--- config.mk ---
export PLATFORM = sky130hd
export DESIGN_NAME = call_stack
export DESIGN_NICKNAME = d
export VERILOG_FILES = /design/src/rtl/call_stack_pkg.sv /design/src/rtl/call_stack.sv
export SDC_FILE = /design/constraint.sdc
export NUM_CORES = 1
export LEC_CHECK = 0
export ABC_AREA = 1
export BUFFER_PORTS_ARGS = -buffer_cell sky130_fd_sc_hd__buf_2
export CORE_MARGIN = 4
export CORE_UTILIZATION = 59
export CTS_CLUSTER_SIZE = 8
export DETAILED_ROUTE_END_ITERATION = 10
export GPL_TIMING_DRIVEN = 0
export PLACE_DENSITY = 0.85
export SYNTH_ARGS = -nofsm -noshare
export SYNTH_HDL_FRONTEND = slang
export SYNTH_SLANG_ARGS = --single-unit
export TNS_END_PERCENT = 5
--- constraint.sdc ---
create_clock -name clk -period 2.4 [get_ports clk]
set_input_delay 0.48 -clock clk [delete_from_list [all_inputs] [get_ports clk]]
set_output_delay 0.48 -clock clk [all_outputs]
set_load 0.005 [all_outputs]
--- src/rtl/call_stack_pkg.sv ---
// call_stack_pkg
// Shared types for the return-address stack.
//   stack_op_t  : one-field encoding of the decoder's push/pop request, so the
//                 decoder can carry a single field instead of two bits.
//   decode_op() : folds the raw push/pop bits into a stack_op_t.
package call_stack_pkg;

    typedef enum logic [1:0] {
        STACK_NONE = 2'b00,
        STACK_PUSH = 2'b01,
        STACK_POP  = 2'b10,
        STACK_SWAP = 2'b11   // push and pop together: replace the top entry
    } stack_op_t;

    function automatic stack_op_t decode_op(input logic push, input logic pop);
        return stack_op_t'({pop, push});
    endfunction

endpackage

--- src/rtl/call_stack.sv ---
// call_stack
// Hardware return-address stack for CALL/RET. CALL pushes the program
// counter's incremented address; RET reads top_addr in the same cycle it
// asserts pop and jumps there.
// Ports:
//   rst        asynchronous active-high reset (empties the stack, clears flags)
//   clk        rising-edge clock
//   push       CALL executing this cycle, store push_addr
//   pop        RET executing this cycle, discard the top entry
//   push_addr  return address to store
//   top_addr   current top entry, combinational, 0 when empty
//   count      number of valid entries, 0..DEPTH
//   empty      count == 0
//   full       count == DEPTH
//   overflow   sticky: a push was dropped because the stack was full
//   underflow  sticky: a pop was attempted on an empty stack
module call_stack
    import call_stack_pkg::*;
#(
    parameter int A_WIDTH = 8,
    parameter int DEPTH   = 8
) (
    input  logic                     rst,
    input  logic                     clk,
    input  logic                     push,
    input  logic                     pop,
    input  logic [A_WIDTH-1:0]       push_addr,
    output logic [A_WIDTH-1:0]       top_addr,
    output logic [$clog2(DEPTH):0]   count,
    output logic                     empty,
    output logic                     full,
    output logic                     overflow,
    output logic                     underflow
);

    localparam int IW = $clog2(DEPTH);
    localparam int CW = IW + 1;
    localparam logic [CW-1:0] DEPTH_C = CW'(DEPTH);

    logic [CW-1:0]      count_reg, count_next;
    logic               overflow_reg, overflow_next;
    logic               underflow_reg, underflow_next;
    logic               wr_en;
    logic [IW-1:0]      wr_idx;
    logic [IW-1:0]      top_idx;
    logic [DEPTH-1:0]   entry_we;
    logic [A_WIDTH-1:0] entry_reg [DEPTH];
    stack_op_t          op;

    assign op = decode_op(push, pop);

    // Index of the top entry; only meaningful while count_reg > 0. With
    // count_reg == DEPTH the result is DEPTH-1, which fits in IW bits.
    assign top_idx = IW'(count_reg - CW'(1));

    always_comb begin
        count_next     = count_reg;
        overflow_next  = overflow_reg;
        underflow_next = underflow_reg;
        wr_en          = 1'b0;
        wr_idx         = '0;
        unique case (op)
            STACK_PUSH: begin
                if (count_reg < DEPTH_C) begin
                    wr_en      = 1'b1;
                    wr_idx     = IW'(count_reg);   // truncation safe: count < DEPTH
                    count_next = count_reg + CW'(1);
                end else begin
                    // Drop the new address; the oldest frames stay intact.
                    overflow_next = 1'b1;
                end
            end
            STACK_POP: begin
                if (count_reg != '0) begin
                    count_next = count_reg - CW'(1);
                end else begin
                    underflow_next = 1'b1;
                end
            end
            STACK_SWAP: begin
                wr_en = 1'b1;
                if (count_reg != '0) begin
                    // Pop then push in one cycle: overwrite the top in place,
                    // so no overflow is possible even when full.
                    wr_idx = top_idx;
                end else begin
                    // Nothing to pop, but the push still lands.
                    underflow_next = 1'b1;
                    wr_idx         = '0;
                    count_next     = CW'(1);
                end
            end
            default: ;
        endcase
    end

    always_ff @(posedge clk or posedge rst) begin
        if (rst) begin
            count_reg     <= '0;
            overflow_reg  <= 1'b0;
            underflow_reg <= 1'b0;
        end else begin
            count_reg     <= count_next;
            overflow_reg  <= overflow_next;
            underflow_reg <= underflow_next;
        end
    end

    // One-hot write enable per entry.
    for (genvar gi = 0; gi < DEPTH; gi++) begin : g_we
        assign entry_we[gi] = wr_en && (wr_idx == IW'(gi));
    end

    // Entry storage is not reset: it is never visible while count is 0.
    always_ff @(posedge clk) begin
        for (int i = 0; i < DEPTH; i++) begin
            if (entry_we[i]) begin
                entry_reg[i] <= push_addr;
            end
        end
    end

    assign top_addr  = (count_reg == '0) ? '0 : entry_reg[top_idx];
    assign count     = count_reg;
    assign empty     = (count_reg == '0);
    assign full      = (count_reg == DEPTH_C);
    assign overflow  = overflow_reg;
    assign underflow = underflow_reg;

endmodule

==> results of run 1 <==
==> per-layer routing <==
layer	GRT usage, %	vias to the layer above	share of wire [%]
li1	-	1194	-
met1	26.5	1212	37
met2	39.1	145	51
met3	5.06	31	8.6
met4	14.7	0	3.5
met5	0	-	0
==> final timing paths <==
kind                              start               to  slack, ns  cells after the start
hold / removal                      rst         count[2]       0.04                      2
setup reg to reg               count[0]  entry_reg[4][5]       0.11                     10
hold reg to reg               underflow        underflow       0.48                      1
min in group clk           push_addr[2]  entry_reg[4][2]       0.41                      1
max in group asynchronous           rst         count[1]       2.14                      2
setup / recovery               count[0]      top_addr[5]      -0.08                     10
==> cell type report <==
cell class	instances	area, um^2
Clock inverter	6	76.3
Inverter	50	213
Timing Repair Buffer	36	226
Sequential cell	70	2070
Tap cell	72	90.1
Clock buffer	10	128
Multi-Input combinational cell	207	980
Fill cell	390	1570
Buffer	12	116
==> cells by family after synthesis <==
family	Yosys count	share of synthesized area (%)
adder cells (fa/ha/maj)	5	1.89
AO/OA/AOI/OAI	28	4.31
buffers and inverters	63	8.84
AND/OR/NAND/NOR	173	22.1
flip-flops	70	62.6
XOR/XNOR	1	0.264
==> what timing repair did <==
action                     CTS  global route
resized for setup           28             9
setup buffers                6             2
gates cloned                 1             0
pin swaps                    9             9
setup endpoints to repair   72            23
==> worst max-delay path, cell delays in order, from the launching register on <==
cell and delay [ns]:
dfrtp_2 0.41, inv_6 0.04, buf_8 0.11, ha_4 0.35, clkinv_8 0.09, buf_4 0.14
o21ai_0 0.09, nor2_1 0.09, nor2_1 0.16, nor2_1 0.06, buf_2 0.12
==> cell usage in the layout (no fill, tap or decap), types with 2 or more instances in the layout <==
cell / n
bufinv_16: 2
nand2_1: 76
ha_1: 4
nand3_1: 34
inv_6: 2
nand2_2: 4
clkinv_1: 3
nand3_2: 2
buf_8: 3
buf_2: 30
nor2_1: 51
inv_2: 3
o21ai_1: 8
buf_4: 10
o21ai_0: 16
inv_1: 43
dfrtp_1: 4
dfrtp_2: 2
edfxtp_1: 64
buf_6: 4
clkbuf_8: 9
o21ai_2: 2
nor2_2: 2
==> stage by stage <==
stage | cell area (um^2) | setup TNS (ns) | total power, mW | hold slack (ns) | cells
2_1_floorplan | 3310 | 0 | 3.13 | 0.271 | 340
6_report | 3900 | -0.115 | 5.44 | 0.0392 | 463
5_1_grt | 3900 | -0.674 | 5.76 | 0.0592 | 463
3_3_place_gp | 3540 | -13.39 | 3.81 | 0.398 | 439
4_1_cts | 3890 | -0.0532 | 5.34 | 0.0359 | 462
3_5_place_dp | 3540 | -17.29 | 3.90 | 0.405 | 439
==> where the power goes <==
| group | switching, mW | internal (mW) | leakage (nW) |
|---|---|---|---|
| logic | 1.70 | 1.15 | 0.970 |
| clock network | 0.412 | 0.573 | 0.103 |
| registers | 0.0693 | 1.54 | 0.649 |
==> impl_metrics.ini, run 1 <==
[clock_tree]
cts_max_path_buffers = 2
numClockSinks = 70
cts_tree = done
ctsHoldBuffers = 0
clkTransAtPathRegs_ns = 0.07
clk_latency_ns = 0.34
htreeDepth = 3
cts_made_buffers = 9
root_buffer = clkbuf_8

[grt]
grt_max_degree = 12
grt_remaining_overflow = 0
grt_usage_pct = 23.2
grt_pass1_wl_um = 12200
antenna_found_initial = 0
grt_pass1_vias = 2594

[placement]
hpwlAfterDp_um = 4880
io_buffers = 27
place_congestion = 0.831
place_ws_ns = -0.316

[setup_path]
critPathMaxFanout = 7
arrival_ns = 2.00
start_kind = register
end_kind = output pin
cp.required_ns = 1.92
crit_type = reg -> out

[job]
max_cap_viol_count = 0

[synthesis]
avgSynthCellArea_um2 = 9.74
yosysSeqAreaShare_pct = 62.6
syn-instance-count = 340
synth_nets = 357
yosys.area.top_type_share_pct = 58.0
synth_area_leaders = edfxtp_1 58%, nand2_1 8.7%, nor2_1 6.0%
synth_area_um2 = 3310
synth_common_cells = 77 x nand2_1, 64 x edfxtp_1, 53 x nor2_1, 43 x inv_1, 35 x nand3_1
synth.most_common_cell = nand2_1
ys_ff_latch = 70
synth.largest_area_cell = edfxtp_1
ys.flop_type = edfxtp_1
synth-edff-count = 64
ys_async_sr_fraction_pct = 8.57
ys.warnings.count = 0
synth.distinct_cells = 24

[floorplanning]
ios = 28
rows = 27
die_y_um = 82.9
start_util_pct = 60.5
core_area_um2 = 5470
fp.dieW_um = 82.9
dieArea_um2 = 6880

[sta]
finalHoldViolations = 0
period_share_pct = 103
rsz0062_at_grt = true
clock_skew_ns = 0.00765
min_period_ns = 2.48
slew_violations = 0
setup_ws_ns = -0.0779
slew_headroom_pct = 47.3
tightest_slew_ns = 0.788
setup_viol = 2
max_clock_freq_mhz = 404

[power_and_ir_drop]
p_leak_nw = 1.72
peakVddDrop_v = 0.000787
powerDensity_nw_per_um2 = 1390

[worst_hold_path]
hold_path_class = in -> async

[drt]
wl_per_cell_um = 16.7
drt-total-wl_um = 7720
drc_errors = 0
dr.pass1.iters = 8
detail_route.vias_per_cell = 5.58
drt.antenna.violating_nets = 0
vias = 2582
drt_iter0_drc = 211

[layout]
drive_gt1_share_pct = 21.0
largest_reg_flops = 64
fin_util_pct = 71.3
syn2layout_area_growth_pct = 17.9
diodes = 0
nets = 403

[run_status]
violations = setup timing
outcome = finished with violations
Power figures use the tool's default switching activity.
==> run 2: changes to the inputs <==
Settings changed: CORE_UTILIZATION 59 to 60, PLACE_DENSITY 0.85 to 0.83.
Clock period 2.4 ns to 3.1 ns, I/O delays scaled along.
==> run 2 against run 1 <==
The flow now finishes without violations. Combinational power down 38%. Non-clock buffer count decreased by 9. First-iteration DRC count increased by 3.3%. Clock skew rose by 0.0025 ns. Die area shrank 1.5%. Global-route usage up 0.30 points. Worst hold slack improved by 0.15 ns. Cell count fell by 2.4%. Flip-flop and latch count did not move. Design area down 4.6%. Critical path depth unchanged. Via count fell by 5.3%. Largest cell class unchanged.
==> impl_metrics.ini, run 2 (same netlist as run 1, synthesis figures left out) <==
[sta]
max_clock_freq_mhz = 345
slew_headroom_pct = 40.7
setup_viol = 0
finalHoldViolations = 0
slew_violations = 0
tightest_slew_ns = 0.886
fin_tns_setup_ns = 0
clock_skew_ns = 0.0101
min_period_ns = 2.90
period_share_pct = 93.6
rsz0062_at_grt = false

[setup_path]
reg2reg_to = entry_reg[7][2]
start_kind = register
arrival_ns = 2.28
cp.required_ns = 2.48
end_kind = output pin
crit_type = reg -> out
rr_worst_depth = 9
ff2ff_setup_slack_ns = 0.68
rr_startpoint = count[1]
critPathMaxFanout = 19

[drt]
dr_wl_met3_um = 527
drt-total-wl_um = 7250
wl_met1_um = 2760
drt.antenna.violating_nets = 0
dr.pass1.iters = 5
wl_per_cell_um = 16.0
drt_iter0_drc = 218
drc_errors = 0
met2_length_um = 3730
vias = 2445
highest_layer = met4
detail_route.vias_per_cell = 5.41

[clock_tree]
numClockSinks = 70
htreeDepth = 3
cts_made_buffers = 9
cts_tree = done
cts_max_path_buffers = 2
clkTransAtPathRegs_ns = 0.07
root_buffer = clkbuf_8
cts_setup_buffers = 0
clk_latency_ns = 0.34

[power_and_ir_drop]
peakVddDrop_v = 0.000537
p_leak_nw = 1.65
powerDensity_nw_per_um2 = 997

[floorplanning]
dieArea_um2 = 6770
die_y_um = 82.3
core_area_um2 = 5240
fp.dieW_um = 82.3
ios = 28
rows = 26
start_util_pct = 63.2

[placement]
place_congestion = 0.853
io_buffers = 27
hpwlAfterDp_um = 4870
placed_area_um2 = 3530

[layout]
regArea_um2 = 2070
design_area_um2 = 3720
nets = 394
final_cell_mix = 77 x nand2_1, 64 x edfxtp_1, 53 x nor2_1, 43 x inv_1, 35 x nand3_1
drive_gt1_share_pct = 17.5
diodes = 0
syn2layout_area_growth_pct = 12.5
multi_input_area_um2 = 947
fillers = 377
final_common_cell = nand2_1
largest_reg_flops = 64

[run_status]
outcome = finished, final reports clean

[grt]
grt_usage_pct = 23.5
grt_pass1_wl_um = 11300
grt_pass1_vias = 2311
grt_remaining_overflow = 0
grt_max_degree = 20
antenna_found_initial = 0

[job]
max_cap_viol_count = 0

[worst_hold_path]
hold_path_class = in -> async
==> run 2: cell count changes in the layout (fill, tap and decap cells not counted), sizes merged <==
cell    delta
bufinv     -1
clkinv     -1
inv        +2
buf        -9
==> run 2: timing repair <==
item                       4_1_cts  5_1_grt
cloned                           0        0
setup endpoints to repair        8        5
hold endpoints to repair         0        0
hold buffers                     0        0
gates resized for setup          0        4
==> run 2: how the worst max path moves through the flow <==
stage	startpoint	endpoint	slack, ns	cells after the start
2_1_floorplan	count[0]	top_addr[2]	0.81	10
3_3_place_gp	count[0]	top_addr[2]	0.33	11
3_5_place_dp	count[0]	top_addr[3]	0.29	11
4_1_cts	count[0]	top_addr[5]	0.06	10
5_1_grt	count[0]	top_addr[3]	0.04	10
6_report	count[0]	top_addr[5]	0.20	10
==> run 2: metal layers <==
layer  vias up  track usage [%]
li1       1174                -
met1      1136             27.8
met2       115             41.3
met3        20             5.53
met4         0             8.64
met5         -                0
==> run 2: report_power, final <==
part           internal (mW)  total [mW]  switching, mW
Clock                  0.370       0.699          0.328
Combinational          0.614        1.76           1.15
Sequential              1.19        1.26         0.0659
Total                   2.17        3.71           1.54
==> run 2: final cells by class <==
cell class	count	area share, %
clock inverters	6	1.65
inverters	50	5.37
repair buffers	27	3.63
well taps	70	2.35
clock buffers	10	3.43
flip-flops and latches	70	55.7
multi-input cells	207	25.4
plain buffers	12	2.49
==> run 2: per-stage QoR <==
step / worst slack [ns] / power [mW] / hold WS (ns) / utilization, % / instances
after floorplan: 0.815 / 2.42 / 0.411 / - / 340
after global placement: 0.333 / 2.95 / 0.441 / 67.5 / 437
after detailed placement: 0.294 / 3.02 / 0.445 / 67.5 / 437
after CTS: 0.0576 / 3.71 / 0.183 / 71.0 / 452
after global routing: 0.0419 / 3.98 / 0.209 / 71.1 / 452
final: 0.198 / 3.71 / 0.187 / 71.1 / 452
==> run 2: critical path, cell delays in order, from the launching register on <==
cell and delay [ns]:
dfrtp_2 0.46, inv_6 0.16, ha_1 0.24, buf_2 0.18, inv_2 0.14, buf_4 0.21
nand3_1 0.13, nand3_1 0.11, nand2_1 0.06, nor2_1 0.12, buf_2 0.13
==> run 3: changes to the inputs <==
Settings changed: CORE_UTILIZATION 60 to 53, GPL_ROUTABILITY_DRIVEN from default to 0, PLACE_DENSITY 0.83 to 0.78.
Clock period 3.1 ns to 2.6 ns, I/O delays scaled along.
==> run 3 against run 2 <==
Core utilization shrank 6.4 points. Design area grew 4.0%. Wire length shrank 0.15%. Cell count grew 2.4%. Sequential power grew 18%. Worst hold slack lost 0.13 ns. Largest cell class unchanged.
==> impl_metrics.ini, run 3 (same netlist as run 1, synthesis figures left out) <==
[clock_tree]
ctsHoldBuffers = 0
cts_max_path_buffers = 2
clkTransAtPathRegs_ns = 0.08
cts_tree = done
clk_latency_ns = 0.35
numClockSinks = 70
cts_made_buffers = 9
root_buffer = clkbuf_8
htreeDepth = 3

[layout]
final_cell_mix = 76 x nand2_1, 64 x edfxtp_1, 52 x nor2_1, 43 x inv_1, 35 x nand3_1
drive_gt1_share_pct = 19.8
final_cells = 463
final_common_cell = nand2_1
diodes = 0
syn2layout_area_growth_pct = 17.0
nets = 400
largest_reg_flops = 64

[placement]
post-place-cells = 442
hpwlAfterDp_um = 4600
io_buffers = 27

[drt]
wl_per_cell_um = 15.6
vias = 2429
dr.pass1.iters = 4
detail_route.vias_per_cell = 5.25
drc_errors = 0
drt.antenna.violating_nets = 0
drt_iter0_drc = 310
drt-total-wl_um = 7240

[sta]
clock_skew_ns = 0.0123
finalHoldViolations = 0
rsz0062_at_grt = true
min_period_ns = 2.50
period_share_pct = 96.0
slew_headroom_pct = 43.6
max_clock_freq_mhz = 401
whs_ns = 0.0595
setup_viol = 0
slew_violations = 0
tightest_slew_ns = 0.843

[floorplanning]
ios = 28
die_y_um = 87.1
core_area_um2 = 5990
start_util_pct = 55.3
rows = 28
fp.dieW_um = 87.1
dieArea_um2 = 7580

[setup_path]
rr_startpoint = count[0]
start_kind = register
arrival_ns = 1.98
critical_path.startpoint = count[0]
slowest_stage = dfrtp_2
cpMostUsedCell = nand3_1
end_kind = output pin
cp.required_ns = 2.08
crit_type = reg -> out
critPathMaxFanout = 6
crit_chain = clkinv_4 -> buf_8 -> ha_4 -> inv_8 -> bufbuf_16 -> nand3_1 -> nand3_1 -> nand2_1 -> nor2_1 -> buf_2
cpPeakStageDelay_ns = 0.41

[grt]
grt_remaining_overflow = 0
grt_pass1_vias = 2231
antenna_found_initial = 0
grt_usage_pct = 20.9
grt_max_degree = 13
grt_pass1_wl_um = 11400

[power_and_ir_drop]
peakVddDrop_v = 0.000742
p_leak_nw = 1.71
powerDensity_nw_per_um2 = 1260

[worst_hold_path]
hold_path_class = in -> async

[job]
max_cap_viol_count = 0

[run_status]
outcome = finished, final reports clean
-- run 3: routing by layer --
layer	up-vias	global-route usage [%]	wire, um
li1	1188	-	-
met1	1111	26.3	2720
met2	110	32.7	3560
met3	20	6.05	698
met4	0	10.8	253
met5	-	0	0
-- run 3: area by class of cell --
cell class / instances / area [um^2]
fill: 449 / 2120
sequential: 70 / 2070
multi-input combinational: 207 / 965
inverter: 50 / 208
timing repair buffer: 33 / 205
clock buffer: 9 / 124
buffer: 12 / 116
tap: 75 / 93.8
clock inverter: 7 / 88.8
-- run 3: where the power goes --
group	switching (mW)	internal (mW)	leakage [nW]
clock	0.415	0.533	0.104
sequential	0.0702	1.42	0.649
combinational	1.44	1.01	0.957
total	1.92	2.96	1.71
-- run 3: worst paths after layout --
| kind | endpoint | slack, ns | cells past startpoint |
|---|---|---|---|
| max in group asynchronous | count[0] | 2.32 | 2 |
| worst max register to register | entry_reg[4][1] | 0.30 | 10 |
| worst min-delay path | underflow | 0.06 | 2 |
| worst max-delay path | top_addr[1] | 0.10 | 10 |
| worst min register to register | overflow | 0.47 | 2 |
| min in group clk | entry_reg[3][7] | 0.45 | 1 |
-- run 3: stage by stage --
stage               cell area [um^2]  utilization (%)  TNS, ns  total power, mW  setup slack, ns
finish                          3870             64.7        0             4.89            0.104
CTS                             3870             64.6        0             4.87           0.0297
global route                    3870             64.7  -0.0149             5.22         -0.00945
floorplan                       3310                -        0             2.89            0.415
global placement                3540             59.1   -0.730             3.52          -0.0890
detailed placement              3540             59.1    -3.77             3.57          -0.0900
-- run 3: worst max-delay path, delay by kind of cell (launching register included) --
| family | cells | cell delay, ns |
|---|---|---|
| adders and majority gates | 1 | 0.31 |
| buffers and inverters | 5 | 0.62 |
| DFF | 1 | 0.41 |
| and+or+nand+nor | 4 | 0.27 |
-- run 3: what timing repair did --
item / CTS / global route
gates cloned: 1 / 0
gates resized for setup: 17 / 5
pin swaps: 1 / 1
endpoints found under the setup margin: 72 / 8
buffers inserted: 4 / 1
